## config.mk

```make
export PLATFORM = sky130hd
export DESIGN_NAME = alu_result_fifo_flat
export DESIGN_NICKNAME = d
export VERILOG_FILES = /design/src/rtl/alu_result_fifo_if.sv /design/src/rtl/alu_result_fifo.sv /design/src/flat_wrapper.sv
export SDC_FILE = /design/constraint.sdc
export NUM_CORES = 1
export LEC_CHECK = 0
export CAP_MARGIN = 20
export CELL_PAD_IN_SITES_DETAIL_PLACEMENT = 0
export CELL_PAD_IN_SITES_GLOBAL_PLACEMENT = 1
export CORE_MARGIN = 1.5
export CORE_UTILIZATION = 50
export CTS_BUF_LIST = sky130_fd_sc_hd__clkbuf_4
export DETAILED_ROUTE_END_ITERATION = 8
export PLACE_DENSITY = 0.92
export SLEW_MARGIN = 20
export SYNTH_ARGS = -nofsm -noshare
export SYNTH_HDL_FRONTEND = slang
export SYNTH_SLANG_ARGS = --single-unit
export TNS_END_PERCENT = 50
```

## constraint.sdc

```tcl
create_clock -name clk -period 4 [get_ports clk]
set_input_delay 0.8 -clock clk [delete_from_list [all_inputs] [get_ports clk]]
set_output_delay 0.8 -clock clk [all_outputs]
set_load 0.01 [all_outputs]
```

## src/rtl/alu_result_fifo_if.sv

```systemverilog
// Handshake bundle between the ALU result FIFO and its producer/consumer.
// The out_zero/out_neg flag signals exist only when ALU_RESULT_FLAGS_EN is defined.
interface alu_result_fifo_if #(
  parameter int unsigned DEPTH = 4,
  parameter int unsigned WIDTH = 16
);
  localparam int unsigned CNT_W = $clog2(DEPTH) + 1;

  logic             in_valid;
  logic             in_ready;
  logic [WIDTH-1:0] in_result;
  logic [2:0]       in_opcode;
  logic             out_valid;
  logic             out_ready;
  logic [WIDTH-1:0] out_result;
  logic [2:0]       out_opcode;
  logic [CNT_W-1:0] count;
  logic             illegal_err;
  logic             err_clr;
`ifdef ALU_RESULT_FLAGS_EN
  logic             out_zero;
  logic             out_neg;
`endif

  modport master (
    output in_valid, in_result, in_opcode, out_ready, err_clr,
    input  in_ready, out_valid, out_result, out_opcode, count, illegal_err
`ifdef ALU_RESULT_FLAGS_EN
    , input out_zero, out_neg
`endif
  );

  modport slave (
    input  in_valid, in_result, in_opcode, out_ready, err_clr,
    output in_ready, out_valid, out_result, out_opcode, count, illegal_err
`ifdef ALU_RESULT_FLAGS_EN
    , output out_zero, out_neg
`endif
  );
endinterface

```

## src/rtl/alu_result_fifo.sv

```systemverilog
// First-word-fall-through FIFO buffering ALU results with their opcodes; screens illegal opcodes.
// Optional per-entry zero/negative flags are enabled by defining ALU_RESULT_FLAGS_EN.
module alu_result_fifo #(
  parameter int unsigned DEPTH = 4,
  parameter int unsigned WIDTH = 16
) (
  input logic              clk,
  input logic              rst_n,
  alu_result_fifo_if.slave bus
);
  localparam int unsigned PTR_W = $clog2(DEPTH);
  localparam int unsigned CNT_W = PTR_W + 1;

  logic [PTR_W-1:0] wr_ptr;
  logic [PTR_W-1:0] rd_ptr;
  logic [CNT_W-1:0] count_q;
  logic             err_q;

  logic [WIDTH-1:0] mem_result [DEPTH];
  logic [2:0]       mem_opcode [DEPTH];
`ifdef ALU_RESULT_FLAGS_EN
  logic             mem_zero   [DEPTH];
  logic             mem_neg    [DEPTH];
`endif

  logic full_c;
  logic empty_c;
  logic legal_c;
  logic accept_c;
  logic push_c;
  logic pop_c;

  // Illegal opcodes are still consumed when accepted, they just never enter storage.
  assign full_c   = (count_q == CNT_W'(DEPTH));
  assign empty_c  = (count_q == '0);
  assign legal_c  = ~(bus.in_opcode[2] & bus.in_opcode[1]);
  assign accept_c = bus.in_valid & ~full_c;
  assign push_c   = accept_c & legal_c;
  assign pop_c    = ~empty_c & bus.out_ready;

  assign bus.in_ready  = ~full_c;
  assign bus.out_valid = ~empty_c;
  assign bus.count     = count_q;
  assign bus.illegal_err = err_q;

  // Pointer, occupancy and sticky error state.
  always_ff @(posedge clk or negedge rst_n) begin
    if (!rst_n) begin
      wr_ptr  <= '0;
      rd_ptr  <= '0;
      count_q <= '0;
      err_q   <= 1'b0;
    end else begin
      if (push_c) wr_ptr <= wr_ptr + PTR_W'(1);
      if (pop_c)  rd_ptr <= rd_ptr + PTR_W'(1);
      unique case ({push_c, pop_c})
        2'b10:   count_q <= count_q + CNT_W'(1);
        2'b01:   count_q <= count_q - CNT_W'(1);
        default: count_q <= count_q;
      endcase
      if (accept_c && !legal_c) err_q <= 1'b1;
      else if (bus.err_clr)     err_q <= 1'b0;
    end
  end

  // Storage carries no reset; occupancy alone qualifies its contents.
  always_ff @(posedge clk) begin
    if (push_c) begin
      mem_result[wr_ptr] <= bus.in_result;
      mem_opcode[wr_ptr] <= bus.in_opcode;
`ifdef ALU_RESULT_FLAGS_EN
      mem_zero[wr_ptr]   <= (bus.in_result == '0);
      mem_neg[wr_ptr]    <= bus.in_result[WIDTH-1];
`endif
    end
  end

  // Head entry is presented directly and forced to zero while empty.
  always_comb begin
    bus.out_result = '0;
    bus.out_opcode = '0;
`ifdef ALU_RESULT_FLAGS_EN
    bus.out_zero   = 1'b0;
    bus.out_neg    = 1'b0;
`endif
    if (!empty_c) begin
      bus.out_result = mem_result[rd_ptr];
      bus.out_opcode = mem_opcode[rd_ptr];
`ifdef ALU_RESULT_FLAGS_EN
      bus.out_zero   = mem_zero[rd_ptr];
      bus.out_neg    = mem_neg[rd_ptr];
`endif
    end
  end
endmodule

```

## src/flat_wrapper.sv

```systemverilog
// flat-port wrapper written by rule: the top's interface ports become plain ports
module alu_result_fifo_flat 
#(
  parameter int unsigned DEPTH = 4,
  parameter int unsigned WIDTH = 16
)
  (clk, rst_n, bus_in_valid, bus_in_result, bus_in_opcode, bus_out_ready, bus_err_clr, bus_in_ready, bus_out_valid, bus_out_result, bus_out_opcode, bus_count, bus_illegal_err);
  alu_result_fifo_if #(.DEPTH(DEPTH), .WIDTH(WIDTH)) bus_i ();
  input logic clk;
  input logic rst_n;
  input wire logic [$bits(bus_i.in_valid)-1:0] bus_in_valid;
  input wire logic [$bits(bus_i.in_result)-1:0] bus_in_result;
  input wire logic [$bits(bus_i.in_opcode)-1:0] bus_in_opcode;
  input wire logic [$bits(bus_i.out_ready)-1:0] bus_out_ready;
  input wire logic [$bits(bus_i.err_clr)-1:0] bus_err_clr;
  output wire logic [$bits(bus_i.in_ready)-1:0] bus_in_ready;
  output wire logic [$bits(bus_i.out_valid)-1:0] bus_out_valid;
  output wire logic [$bits(bus_i.out_result)-1:0] bus_out_result;
  output wire logic [$bits(bus_i.out_opcode)-1:0] bus_out_opcode;
  output wire logic [$bits(bus_i.count)-1:0] bus_count;
  output wire logic [$bits(bus_i.illegal_err)-1:0] bus_illegal_err;
  assign bus_i.in_valid = bus_in_valid;
  assign bus_i.in_result = bus_in_result;
  assign bus_i.in_opcode = bus_in_opcode;
  assign bus_i.out_ready = bus_out_ready;
  assign bus_i.err_clr = bus_err_clr;
  assign bus_in_ready = bus_i.in_ready;
  assign bus_out_valid = bus_i.out_valid;
  assign bus_out_result = bus_i.out_result;
  assign bus_out_opcode = bus_i.out_opcode;
  assign bus_count = bus_i.count;
  assign bus_illegal_err = bus_i.illegal_err;
  alu_result_fifo #(.DEPTH(DEPTH), .WIDTH(WIDTH)) u_core (.clk(clk), .rst_n(rst_n), .bus(bus_i));
endmodule
```

# ---- Yosys cells after proc, flatten, opt, wreduce, memory -nomap -nowiden
# Memory sizes are Yosys's and may differ from the RTL's.
# Index checks and enable logic that the tools add are counted.
dict set report op_classes {
  shifts 0
  order_cmp 0
  mul 0
  eq_ne 3
  n_bitwise 7
  n_div 0
  n_addsub 4
  n_mux 7
  n_reduce_logical 4
}
# op n
set ops {}
lappend ops {{$mux W16} 1}
lappend ops {{$pmux W3 S2} 1}
lappend ops {{$add A2 B1 Y2 const B} 2}
lappend ops {{$and A1 B1 Y1} 4}
lappend ops {{$mux W1} 4}
lappend ops {{$reduce_bool A2 Y1} 2}
lappend ops {{$add A3 B1 Y3 const B} 1}
lappend ops {{$eq A3 B3 Y1 const B} 1}
lappend ops {{$logic_not A3 Y1} 1}
lappend ops {{$mux W3} 1}
lappend ops {{$not A1 Y1} 3}
lappend ops {{$sub A3 B1 Y3 const B} 1}
lappend ops {{$eq A2 B1 Y1 const B} 1}
lappend ops {{$eq A2 B2 Y1 const B} 1}
lappend ops {{$logic_and A1 B1 Y1} 1}
dict set report word_totals {
  word_cells 31
  romBits 0
  memories 2
  ram_bits 76
  ff_bits 8
  latch_bits 0
}
# memory words width rd rd_clocked_by_memory_dff write_ports line
set memory_table {}
lappend memory_table {u_core.mem_result 4 16 1 0 1 alu_result_fifo.sv:19} ;# logic [WIDTH-1:0] mem_result [DEPTH];
lappend memory_table {u_core.mem_opcode 4 3 1 0 1 alu_result_fifo.sv:20} ;# logic [2:0] mem_opcode [DEPTH];

# ---- Longest topological paths before layout
dict set report logic_depth {
  ltp_word 6
  mapped_depth 10
  depth_no_buf 9
}

# ---- Worst setup path after synthesis
# OpenSTA, ideal clock, no wires.
dict set report synth_path {
  path_type {flip-flop to flip-flop}
  from {reg u_core.count_q[0], in the netlist u_core.bus.count[0]}
  to {reg u_core.count_q[2], in the netlist u_core.bus.count[2]}
  synth_period_minus_slack_ns 2.241
  path_slack_ns 1.759
  arrival_ns 2.162
  required_ns 3.921
  n_path_buf 1
  stages_incl_launch_ff 11
  path_cell_list {dfrtp_1 -> or3b_4 -> and3_4 -> buf_6 -> inv_1 -> ha_1 -> inv_1 -> fa_1 -> xor2_1 -> nor2_1 -> xor2_1}
}
dict set report synth_between {
  elab_chain_len 6
  elab_cells_between_ends 13
  cone_classes {2 x add/sub; 3 x eq/ne; 1 x mux; 5 x bitwise; 2 x reduce/logical}
}
# item line
set synth_rtl {}
lappend synth_rtl {{from (decl)} alu_result_fifo.sv:16} ;# logic [CNT_W-1:0] count_q;
lappend synth_rtl {{from (signal assigned)} alu_result_fifo.sv:57} ;# 2'b10: count_q <= count_q + CNT_W'(1);
lappend synth_rtl {{from (signal assigned)} alu_result_fifo.sv:58} ;# 2'b01: count_q <= count_q - CNT_W'(1);
lappend synth_rtl {{from (signal assigned)} alu_result_fifo.sv:59} ;# default: count_q <= count_q;
lappend synth_rtl {{$eq A3 B3 Y1 *} alu_result_fifo.sv:34} ;# assign full_c = (count_q == CNT_W'(DEPTH));
lappend synth_rtl {{$not A1 Y1 *} -}
lappend synth_rtl {{net bus_in_ready} flat_wrapper.sv:16} ;# output wire logic [$bits(bus_i.in_ready)-1:0] bus_in_ready;
lappend synth_rtl {{$and A1 B1 Y1 *} alu_result_fifo.sv:37} ;# assign accept_c = bus.in_valid & ~full_c;
lappend synth_rtl {{$and A1 B1 Y1 *} alu_result_fifo.sv:38} ;# assign push_c = accept_c & legal_c;
lappend synth_rtl {{$eq A2 B1 Y1 / $eq A2 B2 Y1 (equally long branches)} alu_result_fifo.sv:56} ;# unique case ({push_c, pop_c})
lappend synth_rtl {{$pmux W3 S2 / $reduce_bool A2 Y1 (equally long branches)} -}
# Mark *: on every way through the listed nets, which the timed path passes. The rest lies on a longest branch.
# A chain may end at the register's enable or synchronous reset.

# ---- Final worst setup path
dict set report layout_path {
  from {reg u_core.rd_ptr[0]}
  to {out bus_out_result[4]}
}
dict set report layout_between {
  elab_chain_len 2
}
# item line
set layout_rtl {}
lappend layout_rtl {{from (decl)} alu_result_fifo.sv:15} ;# logic [PTR_W-1:0] rd_ptr;
lappend layout_rtl {{from (signal assigned)} alu_result_fifo.sv:55} ;# if (pop_c) rd_ptr <= rd_ptr + PTR_W'(1);
lappend layout_rtl {{$mem_v2 Z4 W16} -}
lappend layout_rtl {{$mux W16} alu_result_fifo.sv:86} ;# if (!empty_c) begin
lappend layout_rtl {{to (decl)} flat_wrapper.sv:18} ;# output wire logic [$bits(bus_i.out_result)-1:0] bus_out_result;
# No other way between the ends.

==> flow_summary.rst <==
.. list-table::
   :header-rows: 1

   * - Metric
     - Value
   * - Number of cells on the worst reg-to-reg path
     - 6
   * - Signed area change from the synthesized netlist to the final layout
     - 21.6%
   * - Length of the first detailed-routing pass in iterations
     - 4
   * - Setup repair after global routing missed its margin
     - false
   * - Highest-count cells in the layout ignoring fill and taps
     - 76 x sky130_fd_sc_hd__edfxtp_1, 48 x sky130_fd_sc_hd__clkdlybuf4s50_1, 24 x sky130_fd_sc_hd__and2_1, 19 x sky130_fd_sc_hd__mux4_2, 11 x sky130_fd_sc_hd__clkbuf_4
   * - Total of endpoints with negative setup slack in the final report
     - 0
   * - Crit path from
     - u_core.rd_ptr[0]
   * - Flip-flop and latch count after synthesis
     - 84
   * - Final Slew Violations
     - 0
   * - Power per cell area
     - just under 700 nW/um2
   * - End-of-flow core utilization
     - 63.5%
   * - Post-synth design cell area
     - about 3300 um2
   * - Via Count
     - 1665
   * - Clock tree root driver cell
     - sky130_fd_sc_hd__clkbuf_4
   * - Number of max-cap violations
     - 0
   * - Max_slew headroom
     - 38.1%
   * - Arrival time worst endpoint
     - approximately 2.6 ns
   * - Total global routing overflow
     - 0
   * - Worst r2r src
     - u_core.bus.count[0]
   * - Top area cells in the synthesized netlist
     - sky130_fd_sc_hd__edfxtp_1 68%, sky130_fd_sc_hd__mux4_2 13%, sky130_fd_sc_hd__dfrtp_1 6.0%
   * - Setup TNS Final
     - 0 ns
   * - Maximum clock insertion buffer count
     - 2
   * - Number of DRC violations after detailed routing
     - 0
   * - Vert. Die Dim
     - 84.6 um
   * - Outcome
     - completed
   * - Cell type with the highest aggregate area in the netlist
     - sky130_fd_sc_hd__edfxtp_1
   * - CTS tree
     - built
   * - Crit path capture type
     - output port
   * - Standard cell with the maximum stage delay on the critical path
     - sky130_fd_sc_hd__dfrtp_1
   * - Max Freq
     - 295 MHz
   * - Placed wire-length estimate after detailed placement
     - 3710 um
   * - Core ar.
     - between 6000 and 7000 um2
   * - Ratio of cells with drive above 1 in the final layout
     - 19.4%
   * - Clock slew at reported path FFs
     - 0.12 ns
   * - Worst Tran Pin Value
     - 0.928 ns
   * - Post-synthesis cell count
     - 164
   * - Effective utilization at floorplan
     - between 50% and 60%
   * - Synth Area per Inst
     - 20.3 um2
   * - Pin count of the biggest net entering global routing
     - 23
   * - Clk_skew
     - 0.00803 ns
   * - Nets
     - around 250
   * - Global-route total usage across every layer
     - 17.1%
   * - Via count of the first global-routing pass
     - 1757
   * - Number of distinct library cell variants in the gate-level netlist after synthesis
     - 21
   * - Number of DRC markers in iteration 0
     - 115
   * - Class of the tightest hold or removal check
     - flip-flop to flip-flop
   * - Diode count
     - 0
   * - Source-to-sink clock delay at the later pin of the worst-skew pair
     - 0.40 ns
   * - Fin crit share
     - 84.6%
   * - Most common cell after layout, fill and taps aside
     - sky130_fd_sc_hd__edfxtp_1
   * - Part of the Yosys area used for sequential elements
     - 74.5%
   * - Min-Delay Path Depth
     - 1
   * - Worst-path fanout max
     - 9
   * - Worst EP required
     - 3.20 ns
   * - Startpoint-to-endpoint class of the critical path
     - flip-flop to output port
   * - Ys Warns
     - 0
   * - Final weighted congestion of routability-driven global placement
     - 0.728
   * - Die width
     - 84.6 um
   * - Longest individual stage delay on the worst path
     - between 0.6 and 0.7 ns
   * - Final routed wire length divided by cell count
     - 18.3 um
   * - # resized after CTS
     - 0
   * - DIE AREA
     - 7160 um2
   * - Net count of the mapped netlist
     - 194
   * - Startpoint type of the worst setup path
     - flip-flop
   * - Final hold violations
     - 0
   * - Post-CTS Setup Repair Bufs
     - 0
   * - Standby leakage power
     - 1.39 nW
   * - Sinks on Clock Net
     - 84
   * - # port buffers
     - 48
   * - H-tree Lvls
     - 3
   * - Number of clock buffers inserted by TritonCTS
     - 9
   * - Peak VDD IR
     - between 0.4 and 0.5 mV
   * - Wire length reported by the detailed router
     - 5550 um
   * - Wire length of the first global-routing pass
     - a little under 9000 um
   * - Per-cell via count in the routed design
     - 5.48
   * - Initial antenna violation count
     - 0
   * - Critical hold path startpoint
     - u_core.bus.count[2]
   * - Post-detailed-route count of antenna-violating nets
     - 0
   * - CTS Hold Buffers Added
     - 0
   * - # IOs
     - 49
   * - Total number of placement rows
     - 29
   * - Chain of cells forming the critical path
     - buf_4 -> mux4_2 -> and2_1 -> clkdlybuf4s50_1
   * - Area share of the largest cell type after synthesis
     - 68.5%
   * - Minimum clock period after layout
     - 3.39 ns
==> critical path, delay by kind of cell (launching register included) <==
kind,cells,cell delay [ns]
DFF,1,0.68
and+or+nand+nor,1,0.17
buffers and inverters,2,0.80
muxes,1,0.53
==> path summary, 6_finish.rpt <==
check	endpoint	slack (ns)
min in group asynchronous	u_core.bus.count[2]	0.65
hold reg to reg	u_core.bus.count[2]	0.53
setup / recovery	bus_out_result[4]	0.61
setup reg to reg	u_core.bus.count[1]	1.57
hold / removal	u_core.bus.count[2]	0.53
max in group asynchronous	u_core.wr_ptr[1]	3.10
==> where the power goes <==
part / switching [mW] / internal, mW / leakage [nW]
logic: 0.438 / 0.667 / 0.524
clock network: 0.258 / 0.202 / 0.0766
registers: 0.123 / 1.13 / 0.788
==> through the flow <==
stage | std cells | power [mW] | setup slack, ns | cell area, um2 | hold slack [ns]
2_1_floorplan | 164 | 1.87 | 1.76 | 3330 | 0.504
3_3_place_gp | 288 | 2.36 | 1.04 | 3920 | 0.502
3_5_place_dp | 288 | 2.40 | 1.00 | 3920 | 0.502
4_1_cts | 304 | 2.85 | 0.535 | 4050 | 0.525
5_1_grt | 304 | 2.98 | 0.430 | 4050 | 0.548
6_report | 304 | 2.81 | 0.615 | 4050 | 0.526
==> logic make-up (layout without fill, tap and decap cells) <==
family | count (synthesis) | count (layout) | share of synthesized area, %
DFF | 84 | 84 | 74.5
and+or+nand+nor | 32 | 32 | 5.97
muxes | 20 | 20 | 13.3
buffers and inverters | 14 | 77 | 1.88
adders and majority gates | 6 | 6 | 2.48
xor gates and xnor gates | 6 | 6 | 1.58
AOI/OAI and AO/OA | 2 | 2 | 0.338
==> cell usage after synthesis <==
cell	count
sky130_fd_sc_hd__buf_2	2
sky130_fd_sc_hd__buf_6	1
sky130_fd_sc_hd__or3_1	1
sky130_fd_sc_hd__nor2_1	1
sky130_fd_sc_hd__nand3_1	1
sky130_fd_sc_hd__nand2_1	3
sky130_fd_sc_hd__mux2_4	1
sky130_fd_sc_hd__o22ai_1	1
sky130_fd_sc_hd__xor2_1	3
sky130_fd_sc_hd__ha_1	5
sky130_fd_sc_hd__o21ai_0	1
sky130_fd_sc_hd__and2_1	24
sky130_fd_sc_hd__fa_1	1
sky130_fd_sc_hd__dfrtp_1	8
sky130_fd_sc_hd__edfxtp_1	76
sky130_fd_sc_hd__or3b_4	1
sky130_fd_sc_hd__mux4_2	19
sky130_fd_sc_hd__clkbuf_1	4
sky130_fd_sc_hd__xnor2_1	3
sky130_fd_sc_hd__inv_1	7
sky130_fd_sc_hd__and3_4	1
==> area by class of cell <==
type | instances | area (um2)
Clock buffer | 11 | 82.6
Clock inverter | 5 | 52.6
Fill cell | 444 | 2330
Inverter | 7 | 26.3
Multi-Input combinational cell | 66 | 788
Sequential cell | 84 | 2480
Tap cell | 77 | 96.3
Timing Repair Buffer | 54 | 526
==> layer usage <==
metal	track usage (%)	vias to the layer above	part of all wire, %
li1	-	748	-
met3	3.34	12	4.3
met1	21.0	856	41
met4	9.24	0	2.6
met5	0	-	0
met2	28.7	49	52
==> registers in the layout, summed over array words and instances (netlist names) <==
signal	cells
u_core.wr_ptr	2
u_core.bus.illegal_err	1
u_core.bus.count	3
u_core.mem_opcode	12
u_core.rd_ptr	2
u_core.mem_result	64
Note: power is estimated with default switching activity, not from simulation.
